File: src/rtl/xbus_interconnect_pkg.sv
// Shared xbus widths, FSM encoding and the default slave address map.
package xbus_interconnect_pkg;
  localparam int AW = 32;
  localparam int DW = 32;
  localparam int BW = 4;

  localparam logic [127:0] DEF_BASE =
    {32'h3000, 32'h2000, 32'h1000, 32'h0000};
  localparam logic [127:0] DEF_MASK =
    {4{32'hFFFF_F000}};

  typedef enum logic {
    IDLE = 1'b0,
    BUSY = 1'b1
  } state_t;

  typedef struct packed {
    logic          we;
    logic [BW-1:0] be;
    logic [AW-1:0] addr;
    logic [DW-1:0] wdata;
  } cmd_t;
endpackage

File: src/rtl/xbus_interconnect_if.sv
// Bundled master and slave side signals of the xbus interconnect.
interface xbus_interconnect_if #(
  parameter int NM = 2,
  parameter int NS = 4
);
  import xbus_interconnect_pkg::*;

  logic [NM-1:0]    m_as;
  logic [NM-1:0]    m_we;
  logic [NM*BW-1:0] m_be;
  logic [NM*AW-1:0] m_addr;
  logic [NM*DW-1:0] m_wdata;
  logic [NM*DW-1:0] m_rdata;
  logic [NM-1:0]    m_ready;
  logic [NM-1:0]    m_err;

  logic [NS-1:0]    s_cs;
  logic             s_we;
  logic [BW-1:0]    s_be;
  logic [AW-1:0]    s_addr;
  logic [DW-1:0]    s_wdata;
  logic [NS*DW-1:0] s_rdata;
  logic [NS-1:0]    s_ready;

  modport master (
    input  m_as, m_we, m_be, m_addr, m_wdata,
    output m_rdata, m_ready, m_err
  );

  modport slave (
    output s_cs, s_we, s_be, s_addr, s_wdata,
    input  s_rdata, s_ready
  );
endinterface

File: src/rtl/xbus_interconnect_arbiter.sv
// Round-robin request picker: first requester at or above ptr, wrapping.
module xbus_rr_arbiter #(
  parameter int N = 2,
  parameter int W = 1
) (
  input  logic [N-1:0] req,
  input  logic [W-1:0] ptr,
  output logic [N-1:0] grant,
  output logic [W-1:0] idx
);
  logic found;

  always_comb begin
    grant = '0;
    idx   = '0;
    found = 1'b0;
    for (int k = 0; k < N; k++) begin
      for (int i = 0; i < N; i++) begin
        if (!found && req[i] &&
            i == (int'(ptr) + k) % N) begin
          found    = 1'b1;
          grant[i] = 1'b1;
          idx      = W'(i);
        end
      end
    end
  end
endmodule

File: src/rtl/xbus_interconnect.sv
// Multi-master xbus interconnect: round-robin grant, address decode,
// slave wait timeout and error response on decode miss.
module xbus_interconnect
  import xbus_interconnect_pkg::*;
#(
  parameter int NMASTERS = 2,
  parameter int NSLAVES  = 4,
  parameter logic [NSLAVES*32-1:0] SLAVE_BASE = DEF_BASE,
  parameter logic [NSLAVES*32-1:0] SLAVE_MASK = DEF_MASK,
  parameter int TIMEOUT  = 15
) (
  input logic clk,
  input logic rst,
  xbus_interconnect_if.master m,
  xbus_interconnect_if.slave  s
);
  localparam int IW = (NMASTERS > 1) ? $clog2(NMASTERS) : 1;

  state_t               state;
  cmd_t                 cmd;
  cmd_t                 nxt;
  logic [IW-1:0]        ptr;
  logic [IW-1:0]        gidx;
  logic [IW-1:0]        arb_idx;
  logic [NMASTERS-1:0]  arb_grant;
  logic [7:0]           cnt;

  logic                 hit;
  logic                 hit_rdy;
  logic [DW-1:0]        hit_data;
  logic [NSLAVES-1:0]   hit_cs;
  logic                 busy;
  logic                 sel_rdy;
  logic                 tmo;
  logic                 done;
  logic                 err;
  logic [DW-1:0]        rdata;

  xbus_rr_arbiter #(.N(NMASTERS), .W(IW)) u_arb (
    .req   (m.m_as),
    .ptr   (ptr),
    .grant (arb_grant),
    .idx   (arb_idx)
  );

  always_comb begin
    nxt = '0;
    for (int i = 0; i < NMASTERS; i++) begin
      if (arb_grant[i]) begin
        nxt.we    = m.m_we[i];
        nxt.be    = m.m_be[BW*i +: BW];
        nxt.addr  = m.m_addr[AW*i +: AW];
        nxt.wdata = m.m_wdata[DW*i +: DW];
      end
    end
  end

  // Descending scan so the lowest matching slave is the last one kept.
  always_comb begin
    hit      = 1'b0;
    hit_rdy  = 1'b0;
    hit_data = '0;
    hit_cs   = '0;
    for (int i = NSLAVES - 1; i >= 0; i--) begin
      if ((cmd.addr & SLAVE_MASK[32*i +: 32]) ==
          SLAVE_BASE[32*i +: 32]) begin
        hit       = 1'b1;
        hit_rdy   = s.s_ready[i];
        hit_data  = s.s_rdata[DW*i +: DW];
        hit_cs    = '0;
        hit_cs[i] = 1'b1;
      end
    end
  end

  assign busy    = (state == BUSY);
  assign sel_rdy = hit && hit_rdy;
  assign tmo     = (cnt == 8'(TIMEOUT - 1));
  assign done    = busy && (!hit || sel_rdy || tmo);
  assign err     = !sel_rdy;
  assign rdata   = (sel_rdy && !cmd.we) ? hit_data : '0;

  assign s.s_cs    = (busy && hit) ? hit_cs : '0;
  assign s.s_we    = cmd.we;
  assign s.s_be    = cmd.be;
  assign s.s_addr  = cmd.addr;
  assign s.s_wdata = cmd.wdata;

  always_comb begin
    m.m_ready = '0;
    m.m_err   = '0;
    m.m_rdata = '0;
    for (int i = 0; i < NMASTERS; i++) begin
      if (done && gidx == IW'(i)) begin
        m.m_ready[i]           = 1'b1;
        m.m_err[i]             = err;
        m.m_rdata[DW*i +: DW]  = rdata;
      end
    end
  end

  always_ff @(posedge clk or posedge rst) begin
    if (rst) begin
      state <= IDLE;
      cmd   <= '0;
      ptr   <= '0;
      gidx  <= '0;
      cnt   <= '0;
    end else begin
      unique case (state)
        IDLE: begin
          if (|m.m_as) begin
            state <= BUSY;
            cmd   <= nxt;
            gidx  <= arb_idx;
            cnt   <= '0;
          end
        end
        BUSY: begin
          if (done) begin
            state <= IDLE;
            ptr   <= (gidx == IW'(NMASTERS - 1)) ?
                     '0 : gidx + 1'b1;
          end else begin
            cnt <= cnt + 8'd1;
          end
        end
      endcase
    end
  end
endmodule

File: src/flat_wrapper.sv
// flat-port wrapper written by rule: the top's interface ports become plain ports
module xbus_interconnect_flat import xbus_interconnect_pkg::*;
#(
  parameter int NMASTERS = 2,
  parameter int NSLAVES  = 4,
  parameter logic [NSLAVES*32-1:0] SLAVE_BASE = DEF_BASE,
  parameter logic [NSLAVES*32-1:0] SLAVE_MASK = DEF_MASK,
  parameter int TIMEOUT  = 15
)
  (clk, rst, m_m_as, m_m_we, m_m_be, m_m_addr, m_m_wdata, m_m_rdata, m_m_ready, m_m_err, s_s_cs, s_s_we, s_s_be, s_s_addr, s_s_wdata, s_s_rdata, s_s_ready);
  xbus_interconnect_if #(.NM((2)), .NS((4))) m_i ();
  xbus_interconnect_if #(.NM((2)), .NS((4))) s_i ();
  input logic clk;
  input logic rst;
  input wire logic [$bits(m_i.m_as)-1:0] m_m_as;
  input wire logic [$bits(m_i.m_we)-1:0] m_m_we;
  input wire logic [$bits(m_i.m_be)-1:0] m_m_be;
  input wire logic [$bits(m_i.m_addr)-1:0] m_m_addr;
  input wire logic [$bits(m_i.m_wdata)-1:0] m_m_wdata;
  output wire logic [$bits(m_i.m_rdata)-1:0] m_m_rdata;
  output wire logic [$bits(m_i.m_ready)-1:0] m_m_ready;
  output wire logic [$bits(m_i.m_err)-1:0] m_m_err;
  output wire logic [$bits(s_i.s_cs)-1:0] s_s_cs;
  output wire logic [$bits(s_i.s_we)-1:0] s_s_we;
  output wire logic [$bits(s_i.s_be)-1:0] s_s_be;
  output wire logic [$bits(s_i.s_addr)-1:0] s_s_addr;
  output wire logic [$bits(s_i.s_wdata)-1:0] s_s_wdata;
  input wire logic [$bits(s_i.s_rdata)-1:0] s_s_rdata;
  input wire logic [$bits(s_i.s_ready)-1:0] s_s_ready;
  assign m_i.m_as = m_m_as;
  assign m_i.m_we = m_m_we;
  assign m_i.m_be = m_m_be;
  assign m_i.m_addr = m_m_addr;
  assign m_i.m_wdata = m_m_wdata;
  assign m_m_rdata = m_i.m_rdata;
  assign m_m_ready = m_i.m_ready;
  assign m_m_err = m_i.m_err;
  assign s_s_cs = s_i.s_cs;
  assign s_s_we = s_i.s_we;
  assign s_s_be = s_i.s_be;
  assign s_s_addr = s_i.s_addr;
  assign s_s_wdata = s_i.s_wdata;
  assign s_i.s_rdata = s_s_rdata;
  assign s_i.s_ready = s_s_ready;
  xbus_interconnect #(.NMASTERS(NMASTERS), .NSLAVES(NSLAVES), .SLAVE_BASE(SLAVE_BASE), .SLAVE_MASK(SLAVE_MASK), .TIMEOUT(TIMEOUT)) u_core (.clk(clk), .rst(rst), .m(m_i), .s(s_i));
endmodule
File: config.mk
export PLATFORM = sky130hd
export DESIGN_NAME = xbus_interconnect_flat
export DESIGN_NICKNAME = d
export VERILOG_FILES = /design/src/rtl/xbus_interconnect_pkg.sv /design/src/rtl/xbus_interconnect_if.sv /design/src/rtl/xbus_interconnect_arbiter.sv /design/src/rtl/xbus_interconnect.sv /design/src/flat_wrapper.sv
export SDC_FILE = /design/constraint.sdc
export NUM_CORES = 1
export LEC_CHECK = 0
export CORE_AREA = 5 5 157 159
export DETAILED_ROUTE_END_ITERATION = 16
export DIE_AREA = 0 0 162 164
export DONT_BUFFER_PORTS = 1
export SLEW_MARGIN = 20
export SYNTH_ARGS = -nofsm -noshare
export SYNTH_HDL_FRONTEND = slang
export SYNTH_HIERARCHICAL = 1
export SYNTH_SLANG_ARGS = --single-unit
File: constraint.sdc
create_clock -name clk -period 3.3 [get_ports clk]
set_input_delay 0.66 -clock clk [delete_from_list [all_inputs] [get_ports clk]]
set_output_delay 0.66 -clock clk [all_outputs]
set_load 0.01 [all_outputs]
==> reports/results.txt, run 1 <==
outcome -> completed
Die Span Y -> 164 µm
Worst R2R Setup Slack -> 1090 ps
Leak Pwr -> 2.807 nW
Clock Latency Late Sink -> 330 ps
first-pass GRT wire length -> 30.95 mm
combinational share of power -> 30.4%
WL per Instance -> 22.65 µm
post-route clock period utilization -> 95.74%
Mapped Avg Cell Area -> 8.384 µm²
Finished Core Util -> 29.18%
Max FO, Critical Path -> 32
Fin Hold WS -> 306.9 ps
Pint -> 2.266 mW
Core Footprint -> 23120 µm²
CTS Buf Count -> 9
Setup violations, final -> 0
fmax -> 316.5 MHz
commonest non-fill, non-tap cells in the layout -> 108 x nand2_1, 95 x buf_4, 78 x dfrtp_1, 75 x o21ai_0, 68 x a22oi_1
Post-synth EDFFs -> 0
worst path arrival time -> 2500 ps
Chip Width -> 162 µm
grt total ovfl -> 0
post-synthesis mux area share -> 7.343%
Syn Inst Count -> 628
register area -> 2004 µm²
xor and xnor area share after synthesis -> 0.1663%
Fin. Hold Viols -> 0
Reg power frac -> 40.5%
largest net degree at the start of global routing -> 76
Worst Hold Class -> input pin to async pin
Switching Share -> 38.63%
Total Routed Length -> 22.04 mm
area of the multi-input gates -> 3059 µm²
fillers -> 2517
start point of the critical path -> u_core/s.s_addr[21]
area fraction in compound gates after synthesis -> 34.13%
Vias per Instance -> 5.369
RSZ-0062 raised after global routing -> yes
CTS Root Cell -> clkbuf_16
vias in the first global route -> 5082
clock skew -> 9.056 ps
layout cells sized above 1 -> 24.52%
Setup crit start kind -> register
Synth Area in Adders -> 0.4753%
count of cell types in the netlist -> 39
FFs w/ async S/R, synth -> 100.0%
starting density of the core -> 22.77%
clk sink count -> 80
TritonCTS clock tree -> done
DR vias -> 5224
Layout area overhead -> 28.16%
Worst Max-Slew Pin Slew -> 673.4 ps
die area -> 26570 µm²
Layout Nets -> 952
Post-Syn Nets -> 904
post-DP HPWL -> 17.85 mm
clock network fraction of total power -> 29.1%
row count -> 56
PortBufs -> 0
initial antenna violation count -> 2
H-tree depth -> 3
FF-to-FF End -> u_core/cnt[3]
Worst Setup End Kind -> output port
GRT Resource Usage Total -> 15.12%
Max-Cap Viols -> 0
Rel. slew slack -> 55.11%
PwrDens -> 547.3 nW/µm²
yosys warns -> 6
detailed-route DRC error count -> 0
#FFs+latches synth -> 80
final RePlAce weighted congestion -> 0.9189
fin. max-slew vios -> 0
I/O pins -> 415
Switch Pwr -> 1.427 mW
Initial DRT Pass Iterations -> 5
initial drt markers -> 371
setup TNS -> 0 ps
Seq/Total Area, Yosys -> 38.02%
most common cell after layout, fill and taps aside -> nand2_1
critical path class -> register to output port
peak supply drop -> 0.2619 mV
Most used DFF post-synth -> dfrtp_1
Final min period -> 3160 ps
FF-to-FF Start -> u_core/s.s_addr[12]
Netlist Area Pre-Place -> 5265 µm²
largest family of logic cells by synthesized area -> compound AO/OA/AOI/OAI gates
CTS clk-pin slew, worst paths -> 70 ps
antenna-violating nets left -> 0
WP data required -> 2640 ps
Longest Clk Path Bufs -> 2
Synth Area in Simple Gates -> 12.10%
Register-to-Register Path Depth -> 4
## cells in the mapped netlist, types with 7 or more instances
cell      count  area, µm²
mux2i_1      33      330.3
buf_1         8      30.03
dfrtp_1      80       2002
nand2_1     109      409.1
nor2_1        7      26.28
a22oi_1      68      510.5
clkbuf_1     47      176.4
o41ai_1      31      271.5
a211oi_1     61      457.9
buf_2        12      60.06
o21ai_0      76      380.4
inv_1        38      142.6
## flip-flops by register name, summed over array words and instances (netlist names)
signal            flops
u_core/s.s_addr      32
u_core/s.s_we         1
u_core/ptr            1
u_core/s.s_wdata     32
u_core/cnt            8
u_core/busy           1
u_core/s.s_be         4
u_core/gidx           1
## cells by family (layout without fill, tap and decap cells)
family / count (synthesis) / in the layout
AOI/OAI and AO/OA: 256 / 256
xor gates and xnor gates: 1 / 1
adders and majority gates: 2 / 2
buffers and inverters: 105 / 158
DFF: 80 / 80
muxes: 37 / 37
other: 0 / 2
and+or+nand+nor: 147 / 147
## power by group through the flow
stage          combinational (mW)  clock, mW  sequential, mW
2_1_floorplan               0.735          0            1.43
3_3_place_gp                 1.07          0            1.51
3_5_place_dp                 1.10          0            1.51
4_1_cts                      1.11       1.12            1.50
5_1_grt                      1.26       1.15            1.53
6_report                     1.12       1.08            1.50
## worst max path at each step
stage / end / slack [ps] / cells after the start
2_1_floorplan: m_m_rdata[10] / 580 / 7
3_3_place_gp: m_m_rdata[3] / 300 / 6
3_5_place_dp: m_m_rdata[10] / 290 / 6
4_1_cts: m_m_rdata[31] / 20 / 6
5_1_grt: m_m_rdata[51] / -9 / 6
6_report: m_m_rdata[41] / 140 / 6
## layout make-up
class / count / area share [%]
flip-flops and latches: 80 / 29.71
well taps: 290 / 5.377
diodes: 2 / 0.07417
clock buffers: 10 / 3.393
multi-input cells: 443 / 45.34
inverters: 38 / 2.151
clock inverters: 6 / 1.372
repair buffers: 104 / 12.59
## worst max-delay path: stages, from the launching register on
cell	delay (ps)
dfrtp_1	460
nor4_4	340
nand3_2	170
or4_4	560
buf_6	220
a211oi_1	250
buf_4	160
## metal layers
layer	vias to the layer above	track usage (%)	share of wire [%]
li1	2455	-	-
met1	2414	17.30	37
met2	315	26.41	50
met3	40	3.864	8.9
met4	0	7.228	4.1
met5	-	0	0
## timing repair
action,CTS,global route
gates cloned,0,1
pin swaps,0,3
resized for setup,10,24
setup buffers,0,2
endpoints found under the hold margin,0,0
hold buffers,0,0
setup endpoints to repair,51,60
## through the flow
stage / worst slack, ps / cells / cell area, µm² / power [mW]
floorplan: 578.6 / 628 / 5265 / 2.165
global placement: 301.1 / 952 / 6207 / 2.582
detailed placement: 286.6 / 952 / 6207 / 2.607
CTS: 17.20 / 968 / 6586 / 3.730
global route: -9.337 / 973 / 6748 / 3.940
finish: 140.5 / 973 / 6748 / 3.693
Note: power is estimated with default switching activity, not from simulation.
==> inputs of run 2 (changes only) <==
- ABC_CLOCK_PERIOD_IN_PS: unset -> 3300
==> results of run 2 <==
Same layout as run 1: the final DEF is identical, and so are final timing and power.
==> inputs of run 3 (changes only) <==
- SLEW_MARGIN: 20 -> unset
==> run 3 against run 2 <==
  * First-iteration DRC count down 13%
  * Sequential power is essentially flat
  * Maximum frequency about the same
  * Global-route usage unchanged
  * Routed wire length about the same
  * Final cell count is the same
  * Combinational power is essentially flat
==> reports/results.txt, run 3 (synthesis results as in run 1) <==
design area -> 6746 µm² (was 6748 µm²)
PwrDens -> 547.0 nW/µm² (was 547.3 nW/µm²)
Max FO, Critical Path -> 32 (unchanged)
outcome -> completed (unchanged)
initial drt markers -> 323 (was 371)
Worst Setup End Kind -> output port (unchanged)
placed cell area -> 6207 µm² (unchanged)
Longest Clk Path Bufs -> 2 (unchanged)
Worst Max-Slew Pin Slew -> 951.7 ps (was 673.4 ps)
starting density of the core -> 22.77% (unchanged)
Core Footprint -> 23120 µm² (unchanged)
Chip Width -> 162 µm (unchanged)
post-route clock period utilization -> 95.65% (was 95.74%)
CTS clk-pin slew, worst paths -> 70 ps (about the same)
final RePlAce weighted congestion -> 0.9189 (unchanged)
worst path arrival time -> 2500 ps (about the same)
H-tree depth -> 3 (unchanged)
Die Span Y -> 164 µm (unchanged)
TritonCTS clock tree -> done (unchanged)
Worst Hold Class -> input pin to async pin (unchanged)
Initial DRT Pass Iterations -> 5 (unchanged)
most common cell after layout, fill and taps aside -> nand2_1 (unchanged)
Layout area overhead -> 28.14% (was 28.16%)
antenna-violating nets left -> 0 (unchanged)
row count -> 56 (unchanged)
initial antenna violation count -> 2 (unchanged)
Post-Place Setup Slack -> 286.6 ps (unchanged)
Max-Cap Viols -> 0 (unchanged)
DR vias -> 5220 (was 5224)
Total Routed Length -> 22.03 mm (was 22.04 mm)
layout cells sized above 1 -> 24.52% (unchanged)
Leak Pwr -> 2.807 nW (about the same)
Fin. Hold Viols -> 0 (unchanged)
Vias per Instance -> 5.365 (was 5.369)
setup TNS -> 0 ps (unchanged)
CTS Buf Count -> 9 (unchanged)
CTS Root Cell -> clkbuf_16 (unchanged)
vias in the first global route -> 5082 (unchanged)
largest net degree at the start of global routing -> 76 (unchanged)
overall power -> 3.691 mW (was 3.693 mW)
WL per Instance -> 22.64 µm (was 22.65 µm)
WP data required -> 2640 ps (about the same)
Final min period -> 3157 ps (was 3160 ps)
clock skew -> 8.934 ps (was 9.056 ps)
PortBufs -> 0 (unchanged)
commonest non-fill, non-tap cells in the layout -> 108 x nand2_1, 95 x buf_4, 78 x dfrtp_1, 75 x o21ai_0, 68 x a22oi_1 (unchanged)
clk sink count -> 80 (unchanged)
RSZ-0062 raised after global routing -> yes (unchanged)
Rel. slew slack -> 36.48% (was 55.11%)
post-DP HPWL -> 17.85 mm (unchanged)
critical path class -> register to output port (unchanged)
I/O pins -> 415 (unchanged)
Setup crit start kind -> register (unchanged)
fin. max-slew vios -> 0 (unchanged)
first-pass GRT wire length -> 30.95 mm (unchanged)
Setup violations, final -> 0 (unchanged)
fmax -> 316.8 MHz (was 316.5 MHz)
detailed-route DRC error count -> 0 (unchanged)
Clock Latency Late Sink -> 330 ps (about the same)
GRT Resource Usage Total -> 15.12% (unchanged)
Fin Hold WS -> 393.7 ps (was 306.9 ps)
peak supply drop -> 0.2648 mV (was 0.2619 mV)
grt total ovfl -> 0 (unchanged)
Layout Nets -> 952 (unchanged)
die area -> 26570 µm² (unchanged)
final worst slack -> 143.4 ps (was 140.5 ps)
## run 3: cell count changes in the layout (fill, tap and decap cells not counted), sizes merged
cell | previous run | this run
inv | 39 | 38
clkinv | 1 | 2
## run 3: per-stage QoR
step / instances / utilization (%)
floorplan: 628 / -
global placement: 952 / 26.85
detailed placement: 952 / 26.85
CTS: 968 / 28.48
global route: 973 / 29.18
finish: 973 / 29.18
## run 3: power by group
| group | total [mW] | switching (mW) | internal (mW) | leakage [nW] |
|---|---|---|---|---|
| combinational | 1.12 | 0.713 | 0.406 | 1.62 |
| clock | 1.08 | 0.408 | 0.667 | 0.149 |
| sequential | 1.50 | 0.303 | 1.19 | 1.04 |
| total | 3.69 | 1.42 | 2.27 | 2.81 |
## run 3: timing repair
action | CTS | global route
gates cloned | 0 | 1
setup endpoints to repair | 51 | 60
pin swaps | 0 | 3
setup buffers | 0 | 2
hold buffers | 0 | 0
gates resized for setup | 10 | 24
## run 3: area by class of cell
class,instances,area [µm²]
Fill cell,2515,16380
Multi-Input combinational cell,443,3059
Sequential cell,80,2004
Timing Repair Buffer,104,849.6
Tap cell,290,362.8
Clock buffer,10,229.0
Inverter,38,143.9
Clock inverter,6,92.59
Antenna cell,2,5.005
## run 3: worst max-delay path: stages (launching register included)
cell and delay, ps:
dfrtp_1 460, nor4_4 340, nand3_2 170, or4_4 560
buf_6 220, a211oi_1 250, buf_4 160
## run 3: final timing paths
| kind | cells after the start | end | slack (ps) | from |
|---|---|---|---|---|
| max in group asynchronous | 2 | u_core/cnt[0] | 2160 | rst |
| min in group clk | 2 | u_core/s.s_wdata[12] | 530 | m_m_wdata[12] |
| worst max-delay path | 6 | m_m_rdata[41] | 140 | u_core/s.s_addr[21] |
| worst min register to register | 2 | u_core/s.s_wdata[31] | 550 | u_core/s.s_wdata[31] |
| worst min-delay path | 1 | u_core/s.s_wdata[12] | 390 | rst |
| worst max register to register | 4 | u_core/cnt[3] | 1090 | u_core/s.s_addr[12] |
## run 3: routing by layer
layer | global-route usage [%] | vias to the layer above | part of all wire (%)
met5 | 0 | - | 0
met4 | 7.228 | 0 | 4.1
met3 | 3.864 | 40 | 8.7
met2 | 26.41 | 310 | 50
met1 | 17.30 | 2416 | 37
li1 | - | 2454 | -
